File: config.mk
export PLATFORM = sky130hd
export DESIGN_NAME = d_ff_pipe
export DESIGN_NICKNAME = d
export VERILOG_FILES = /design/src/rtl/d_ff_pkg.sv /design/src/rtl/d_ff_stage.sv /design/src/rtl/d_ff_pipe.sv
export SDC_FILE = /design/constraint.sdc
export NUM_CORES = 1
export LEC_CHECK = 0
export ABC_AREA = 1
export ABC_CLOCK_PERIOD_IN_PS = 5200
export CORE_MARGIN = 4
export CORE_UTILIZATION = 55
export DETAILED_ROUTE_END_ITERATION = 8
export MAX_ROUTING_LAYER = met4
export PLACE_DENSITY = 0.83
export SLEW_MARGIN = 20
export SYNTH_ARGS = -nofsm -noshare
export SYNTH_HDL_FRONTEND = slang
export SYNTH_SLANG_ARGS = --single-unit
File: constraint.sdc
create_clock -name clk -period 5.2 [get_ports clk]
set_input_delay 1.04 -clock clk [delete_from_list [all_inputs] [get_ports clk]]
set_output_delay 1.04 -clock clk [all_outputs]
set_load 0.005 [all_outputs]
File: src/rtl/d_ff_pkg.sv
// rtl/d_ff_pkg.sv - shared helpers for the elastic d-flip-flop pipeline
// Purpose: width helper for the occupancy counter.
// Contents: cnt_w(depth) returns the bits needed to hold 0..depth.
package d_ff_pkg;

    function automatic int cnt_w(input int depth);
        return $clog2(depth + 1);
    endfunction

endpackage

File: src/rtl/d_ff_stage.sv
// rtl/d_ff_stage.sv - one register stage (data + valid) of the elastic pipeline
// Purpose: holds one WIDTH-bit word and its valid bit; advances when rdy_in is high.
// Ports:
//   clk     in  clock, rising edge
//   rst     in  synchronous active-low reset
//   rdy_in  in  stage may take a new value this edge
//   vld_in  in  incoming word is valid
//   d       in  incoming word
//   vld_q   out registered valid bit
//   q       out registered data word
module d_ff_stage #(
    parameter int              WIDTH   = 8,
    parameter logic [WIDTH-1:0] RST_VAL = '0
) (
    input  logic             clk,
    input  logic             rst,
    input  logic             rdy_in,
    input  logic             vld_in,
    input  logic [WIDTH-1:0] d,
    output logic             vld_q,
    output logic [WIDTH-1:0] q
);

    always_ff @(posedge clk) begin
        if (!rst) begin
            vld_q <= 1'b0;
            q     <= RST_VAL;
        end else if (rdy_in) begin
            vld_q <= vld_in;
            // A bubble only clears the valid bit; the data register keeps
            // its last word so out_data never goes undefined.
            if (vld_in) begin
                q <= d;
            end
        end
    end

endmodule

File: src/rtl/d_ff_pipe.sv
// rtl/d_ff_pipe.sv - elastic DEPTH-stage register pipeline with valid/ready, flush and occupancy
// Purpose: DEPTH cycles of registered delay with back-pressure and bubble collapse.
// Ports:
//   clk        in  clock, rising edge
//   rst        in  synchronous active-low reset
//   flush      in  synchronous clear of every stage valid bit
//   in_valid   in  producer word present
//   in_ready   out pipe accepts in_data this cycle
//   in_data    in  producer word
//   out_valid  out last stage holds a valid word
//   out_ready  in  consumer accepts out_data this cycle
//   out_data   out last stage data register
//   count      out number of stages holding valid data
module d_ff_pipe
    import d_ff_pkg::*;
#(
    parameter int               WIDTH   = 8,
    parameter int               DEPTH   = 4,
    parameter logic [WIDTH-1:0] RST_VAL = '0
) (
    input  logic                      clk,
    input  logic                      rst,
    input  logic                      flush,
    input  logic                      in_valid,
    output logic                      in_ready,
    input  logic [WIDTH-1:0]          in_data,
    output logic                      out_valid,
    input  logic                      out_ready,
    output logic [WIDTH-1:0]          out_data,
    output logic [cnt_w(DEPTH)-1:0]   count
);

    localparam int CW = cnt_w(DEPTH);

    logic [DEPTH-1:0] vld;
    logic [DEPTH-1:0] rdy;
    logic [DEPTH-1:0] stage_rdy;
    logic [DEPTH-1:0] stage_vin;
    logic [WIDTH-1:0] q    [DEPTH];
    logic [WIDTH-1:0] d_in [DEPTH];

    // rdy[i] = !vld[i] | rdy[i+1] unrolls to: some stage at or beyond i is
    // empty, or the consumer is taking the last word. Computing it as a
    // running AND from the output side avoids a self-referencing vector.
    always_comb begin
        logic all_full;
        all_full = 1'b1;
        rdy      = '0;
        for (int i = DEPTH - 1; i >= 0; i--) begin
            all_full = all_full & vld[i];
            rdy[i]   = !all_full | out_ready;
        end
    end

    assign in_ready = rdy[0] & !flush;

    // Flush forces every stage to advance with a zero valid bit, which
    // clears all valids while leaving the data registers untouched.
    assign stage_rdy = rdy | {DEPTH{flush}};
    assign stage_vin[0] = in_valid & in_ready;
    assign d_in[0]      = in_data;

    genvar g;
    generate
        for (g = 1; g < DEPTH; g++) begin : g_link
            assign stage_vin[g] = vld[g-1] & !flush;
            assign d_in[g]      = q[g-1];
        end
        for (g = 0; g < DEPTH; g++) begin : g_stage
            d_ff_stage #(
                .WIDTH   (WIDTH),
                .RST_VAL (RST_VAL)
            ) u_stage (
                .clk    (clk),
                .rst    (rst),
                .rdy_in (stage_rdy[g]),
                .vld_in (stage_vin[g]),
                .d      (d_in[g]),
                .vld_q  (vld[g]),
                .q      (q[g])
            );
        end
    endgenerate

    always_comb begin
        count = '0;
        for (int i = 0; i < DEPTH; i++) begin
            count = count + CW'(vld[i]);
        end
    end

    assign out_valid = vld[DEPTH-1];
    assign out_data  = q[DEPTH-1];

endmodule
**Word-level counts from Yosys, hierarchy flattened**

Cells that the tools add are included.

- $add $sub $neg: 3
- Bitwise operators: 13
- Reduce and logical (&&, ||, !) cells: 9

Operators with widths:

| cell | number |
|---|---|
| 1-bit AND | 8 |
| 2-bit AND reduction | 4 |
| 1-bit zero test | 5 |
| 1-bit OR | 4 |
| 4-bit OR | 1 |
| 2-bit by 1-bit adder with 3-bit output | 1 |
| 3-bit by 1-bit adder with 3-bit output | 1 |
| 1-bit by 1-bit adder with 2-bit output | 1 |

- Bits in registers: 36
- Input port bits: 13
- Output and inout port bits: 13
- Logic and storage cells: 33

**Longest topological paths before layout**

- Depth after elaboration: 8
- Gate-level depth with buffers: 7
- Mapped depth without buffers: 7

**Hierarchy**

A second synthesis with hierarchy kept.

- Cells, all modules: 246
- Area, all modules: 1,632.8 µm²

Modules (own cells, without submodules):

| module | times used | cells each | area an instance (µm²) | seq. area each (µm²) |
|---|---|---|---|---|
| d_ff_stage | 4 | 55 | 370.4 | 180.2 |
| d_ff_pipe | 1 | 26 | 151.4 | 0.0 |

**Worst setup path before layout**

Ideal clock, no wire load.

- Path kind: flip-flop to output port
- From: reg g_stage[3].u_stage.vld_q
- To: out count[1]
- Data arrival time: 1,434 ps
- Data required time: 4,160 ps
- Path slack: 2,726 ps
- Cell stages (with the launch flop): 6
- Path buffers: 0
- Cell sequence: dfxtp_1 -> inv_1 -> fa_1 -> inv_1 -> ha_1 -> ha_1

- Word-level cells in the longest chain between the ends: 1

RTL lines:

| item | line | RTL |
|---|---|---|
| start, declared | d_ff_stage.sv:20 | `output logic vld_q,` |
| start signal, assigned | d_ff_stage.sv:29 | `vld_q <= vld_in;` |
| 3-bit by 1-bit adder with 3-bit output | d_ff_pipe.sv:88 | `count = count + CW'(vld[i]);` |
| end, declared | d_ff_pipe.sv:30 | `output logic [cnt_w(DEPTH)-1:0] count` |

Every way passes these cells.

**Worst setup path in the final report**

- From: in flush
- To: out in_ready

- Word-level cells in the longest chain between the ends: 2

RTL lines:

| item | line | RTL |
|---|---|---|
| start, declared | d_ff_pipe.sv:23 | `input logic flush,` |
| 1-bit zero test | d_ff_pipe.sv:55 | `assign in_ready = rdy[0] & !flush;` |
| 1-bit AND | d_ff_pipe.sv:55 |  |
| end, declared | d_ff_pipe.sv:25 | `output logic in_ready,` |

Every way passes these cells.

==> flow_results.xml <==
<?xml version="1.0" encoding="UTF-8"?>
<metrics>
  <group name="global_routing">
    <metric name="globalRouteOverflowTotal" unit="">0</metric>
    <metric name="vias_in_the_first_global_route" unit="">1285</metric>
    <metric name="groute.layer.met1.usage" unit="">0.203</metric>
    <metric name="antenna_found_initial" unit="">0</metric>
    <metric name="use_met2" unit="">0.370</metric>
    <metric name="use_met3" unit="">0.0638</metric>
    <metric name="gr-max-usage-layer" unit="">met2</metric>
    <metric name="pin_count_of_the_biggest_net_entering_global_routing" unit="">27</metric>
    <metric name="grtUsageTotal" unit="">0.202</metric>
    <metric name="global_route_wire_length_before_repair" unit="mm">5.26</metric>
  </group>
  <group name="power_and_ir_drop">
    <metric name="power.share.clock" unit="">0.294</metric>
    <metric name="p_leak" unit="nW">0.835</metric>
    <metric name="swShare" unit="">0.241</metric>
    <metric name="power.net_switching" unit="W">0.000111</metric>
    <metric name="sequential_power_share" unit="">0.619</metric>
    <metric name="combPwrFrac" unit="">0.087</metric>
    <metric name="powerDensity" unit="mW/mm2">253</metric>
    <metric name="internal-power" unit="W">0.000350</metric>
    <metric name="peakVddDrop" unit="mV">0.202</metric>
  </group>
  <group name="sta">
    <metric name="final.period_utilization" unit="">0.653</metric>
    <metric name="rsz0062_at_grt" unit="">false</metric>
    <metric name="setup_total_negative_slack" unit="ps">0</metric>
    <metric name="worst_pin_slew" unit="ps">803</metric>
    <metric name="timing.final.crit_period" unit="ps">3390</metric>
    <metric name="finalHoldViolCount" unit="">0</metric>
    <metric name="slew_violations" unit="">0</metric>
    <metric name="setup_violations" unit="">0</metric>
    <metric name="timing.slew.headroom" unit="">0.463</metric>
    <metric name="max_clock_freq" unit="MHz">295</metric>
    <metric name="finalClockSkew" unit="ps">4.04</metric>
  </group>
  <group name="yosys">
    <metric name="synth_most_common_cell" unit="">nor2_1</metric>
    <metric name="syn_inst_count" unit="">199</metric>
    <metric name="synth_seq_cells" unit="">36</metric>
    <metric name="synth.net_count" unit="">215</metric>
    <metric name="synth-edff-count" unit="">0</metric>
    <metric name="netlist_top_cells_area" unit="">dfxtp_1 48%, nor2_1 11%, inv_1 7.2%</metric>
    <metric name="yosysWarningCount" unit="">0</metric>
    <metric name="synth_area_per_cell" unit="um2">7.59</metric>
    <metric name="synth.lib_cells_used.distinct" unit="">23</metric>
    <metric name="synthDominantCellAreaShare" unit="">0.477</metric>
    <metric name="synthArstFlopShare" unit="">0</metric>
    <metric name="sequential_to_total_area_share_from_yosys_stat" unit="">0.477</metric>
    <metric name="synth_ff_type" unit="">dfxtp_1</metric>
    <metric name="synth_largest_area_cell" unit="">dfxtp_1</metric>
    <metric name="ys_top_cells_by_count" unit="">45 x nor2_1, 36 x dfxtp_1, 29 x inv_1</metric>
    <metric name="synth.cell_area" unit="mm2">0.00151</metric>
  </group>
  <group name="min_path">
    <metric name="min-delay-start" unit="">g_stage[1].u_stage.q[0]</metric>
    <metric name="worstHoldEndpoint" unit="">g_stage[1].u_stage.q[0]</metric>
    <metric name="worstHoldPathType" unit="">reg -&gt; reg</metric>
    <metric name="worst_hold_path.num_cells" unit="">2</metric>
  </group>
  <group name="worst_setup_path">
    <metric name="timing.rr.end" unit="">g_stage[0].u_stage.q[4]</metric>
    <metric name="arrival" unit="ps">2350</metric>
    <metric name="worstSetupPathType" unit="">in -&gt; out</metric>
    <metric name="rrSetupSlack" unit="ps">3840</metric>
    <metric name="crit_path_start_kind" unit="">primary input</metric>
    <metric name="worst_r2r_startpoint" unit="">g_stage[2].u_stage.vld_q</metric>
    <metric name="rr_worst_depth" unit="">7</metric>
    <metric name="worst_setup_ep_type" unit="">output port</metric>
    <metric name="critPathMaxFanout" unit="">5</metric>
    <metric name="req_time_crit_path" unit="ps">4160</metric>
  </group>
  <group name="placement">
    <metric name="place.port_buffers" unit="">25</metric>
    <metric name="hpwlAfterDp" unit="mm">2.27</metric>
    <metric name="postPlaceCellArea" unit="mm2">0.00178</metric>
    <metric name="place_congestion" unit="">0.762</metric>
  </group>
  <group name="clock_tree">
    <metric name="post_cts.resized_instances" unit="">0</metric>
    <metric name="cts_hold_buf" unit="">0</metric>
    <metric name="worstSkewPairLatency" unit="ps">340</metric>
    <metric name="cts_tree" unit="">yes</metric>
    <metric name="cts_root_buf" unit="">clkbuf_4</metric>
    <metric name="cts_sinks" unit="">36</metric>
    <metric name="worst_case_clock_buffer_depth" unit="">2</metric>
    <metric name="clk_pin_slew" unit="ps">100</metric>
    <metric name="numCtsBuffers" unit="">5</metric>
    <metric name="postCtsSetupBuffers" unit="">0</metric>
    <metric name="htreeDepth" unit="">2</metric>
  </group>
  <group name="floorplan">
    <metric name="boundary_pin_count" unit="">26</metric>
    <metric name="initial_util" unit="">0.593</metric>
    <metric name="die_h" unit="um">60.4</metric>
    <metric name="die_width" unit="um">60.4</metric>
    <metric name="core_area" unit="mm2">0.00254</metric>
    <metric name="die_area" unit="mm2">0.00365</metric>
    <metric name="num_rows" unit="">18</metric>
  </group>
  <group name="run_status">
    <metric name="status" unit="">finished clean</metric>
  </group>
  <group name="layout">
    <metric name="layout-drive-gt1-share" unit="">0.0789</metric>
    <metric name="total_nets_final" unit="">244</metric>
    <metric name="layout-area-overhead-vs-synth" unit="%">20.6</metric>
    <metric name="diodes" unit="">0</metric>
    <metric name="stdcell_area" unit="mm2">0.00182</metric>
    <metric name="fillCellCount" unit="">208</metric>
  </group>
  <group name="detailed_routing">
    <metric name="post-route-drc-count" unit="">0</metric>
    <metric name="ant_nets" unit="">0</metric>
    <metric name="drt_pre_antenna_iters" unit="">4</metric>
    <metric name="routed_wire_length" unit="mm">2.99</metric>
    <metric name="route.detailed.wl_per_inst" unit="um">11.6</metric>
    <metric name="viasPerCell" unit="">5.14</metric>
    <metric name="routed_via_count" unit="">1327</metric>
    <metric name="detailedRoute.firstIterationViolations" unit="">75</metric>
  </group>
  <group name="job">
    <metric name="cap_viol_max_count" unit="">0</metric>
  </group>
</metrics>
## flip-flops by register name, indices dropped and copies added (netlist names)
name / cells
g_stage.u_stage.q: 32
g_stage.u_stage.vld_q: 4
## worst max-delay path: stages
cell	delay, ps
clkdlybuf4s50_1	580
a31oi_1	210
clkdlybuf4s50_1	520
## power by group through the flow
stage | clock, W | sequential [W] | combinational [W]
floorplan | 0 | 0.000291 | 0.0000233
global placement | 0 | 0.000291 | 0.0000377
detailed placement | 0 | 0.000292 | 0.0000400
CTS | 0.000139 | 0.000286 | 0.0000402
global route | 0.000151 | 0.000287 | 0.0000455
finish | 0.000136 | 0.000286 | 0.0000399
## placed cells by master (no fill, tap or decap)
master	synthesis	final
o21ai_0	16	16
nand3_4	1	1
inv_2	3	3
nor2_2	1	1
inv_1	29	29
clkinv_1	3	3
ha_1	2	2
nand3_1	8	8
dfxtp_1	36	36
nor3_4	2	2
nand2_1	25	25
nor2_4	1	1
nand2_4	1	1
nor2_1	45	45
nand2_2	2	2
clkbuf_1	1	1
fa_1	1	1
a31oi_1	1	1
clkbuf_4	0	5
a21oi_1	10	10
clkinv_2	0	1
nand4_1	8	8
nand3_2	1	1
clkdlybuf4s50_1	0	25
## per-layer routing
layer | part of all wire | routed length [um] | vias up
met4 | 0.013 | 40 | 0
met3 | 0.056 | 169 | 7
met5 | 0 | 0 | -
met2 | 0.52 | 1570 | 32
met1 | 0.41 | 1210 | 607
li1 | - | - | 681
## through the flow
| step | setup slack [ps] | hold WS (ps) | power (W) | util | std cells |
|---|---|---|---|---|---|
| 6_report | 1810 | 480 | 0.000461 | 0.716 | 258 |
| 5_1_grt | 1730 | 492 | 0.000483 | 0.716 | 258 |
| 4_1_cts | 1800 | 480 | 0.000465 | 0.716 | 258 |
| 3_5_place_dp | 1800 | 465 | 0.000332 | 0.698 | 251 |
| 3_3_place_gp | 1830 | 451 | 0.000329 | 0.698 | 251 |
| 2_1_floorplan | 2730 | 441 | 0.000314 | - | 199 |
## cell families after synthesis
logic type | count (synthesis) | synth area share
simple gates | 95 | 0.301
buf+inv | 38 | 0.102
flops | 36 | 0.477
compound gates | 27 | 0.0903
fa+ha+maj | 3 | 0.0298
## cell type report
type                            count  area, um2  area share
Clock buffer                        6       41.3      0.0227
Clock inverter                      1       5.00     0.00275
Inverter                           35        131      0.0721
Multi-Input combinational cell    125        636       0.349
Sequential cell                    36        721       0.396
Tap cell                           30       37.5      0.0206
Timing Repair Buffer               25        250       0.137
## worst max-delay path by stage
stage	end	start	slack (ps)
2_1_floorplan	count[1]	g_stage[3].u_stage.vld_q	2730
4_1_cts	in_ready	flush	1800
6_report	in_ready	flush	1810
3_3_place_gp	in_ready	flush	1830
5_1_grt	in_ready	flush	1730
3_5_place_dp	in_ready	flush	1800
No activity file was read; power rests on OpenSTA's default activity.
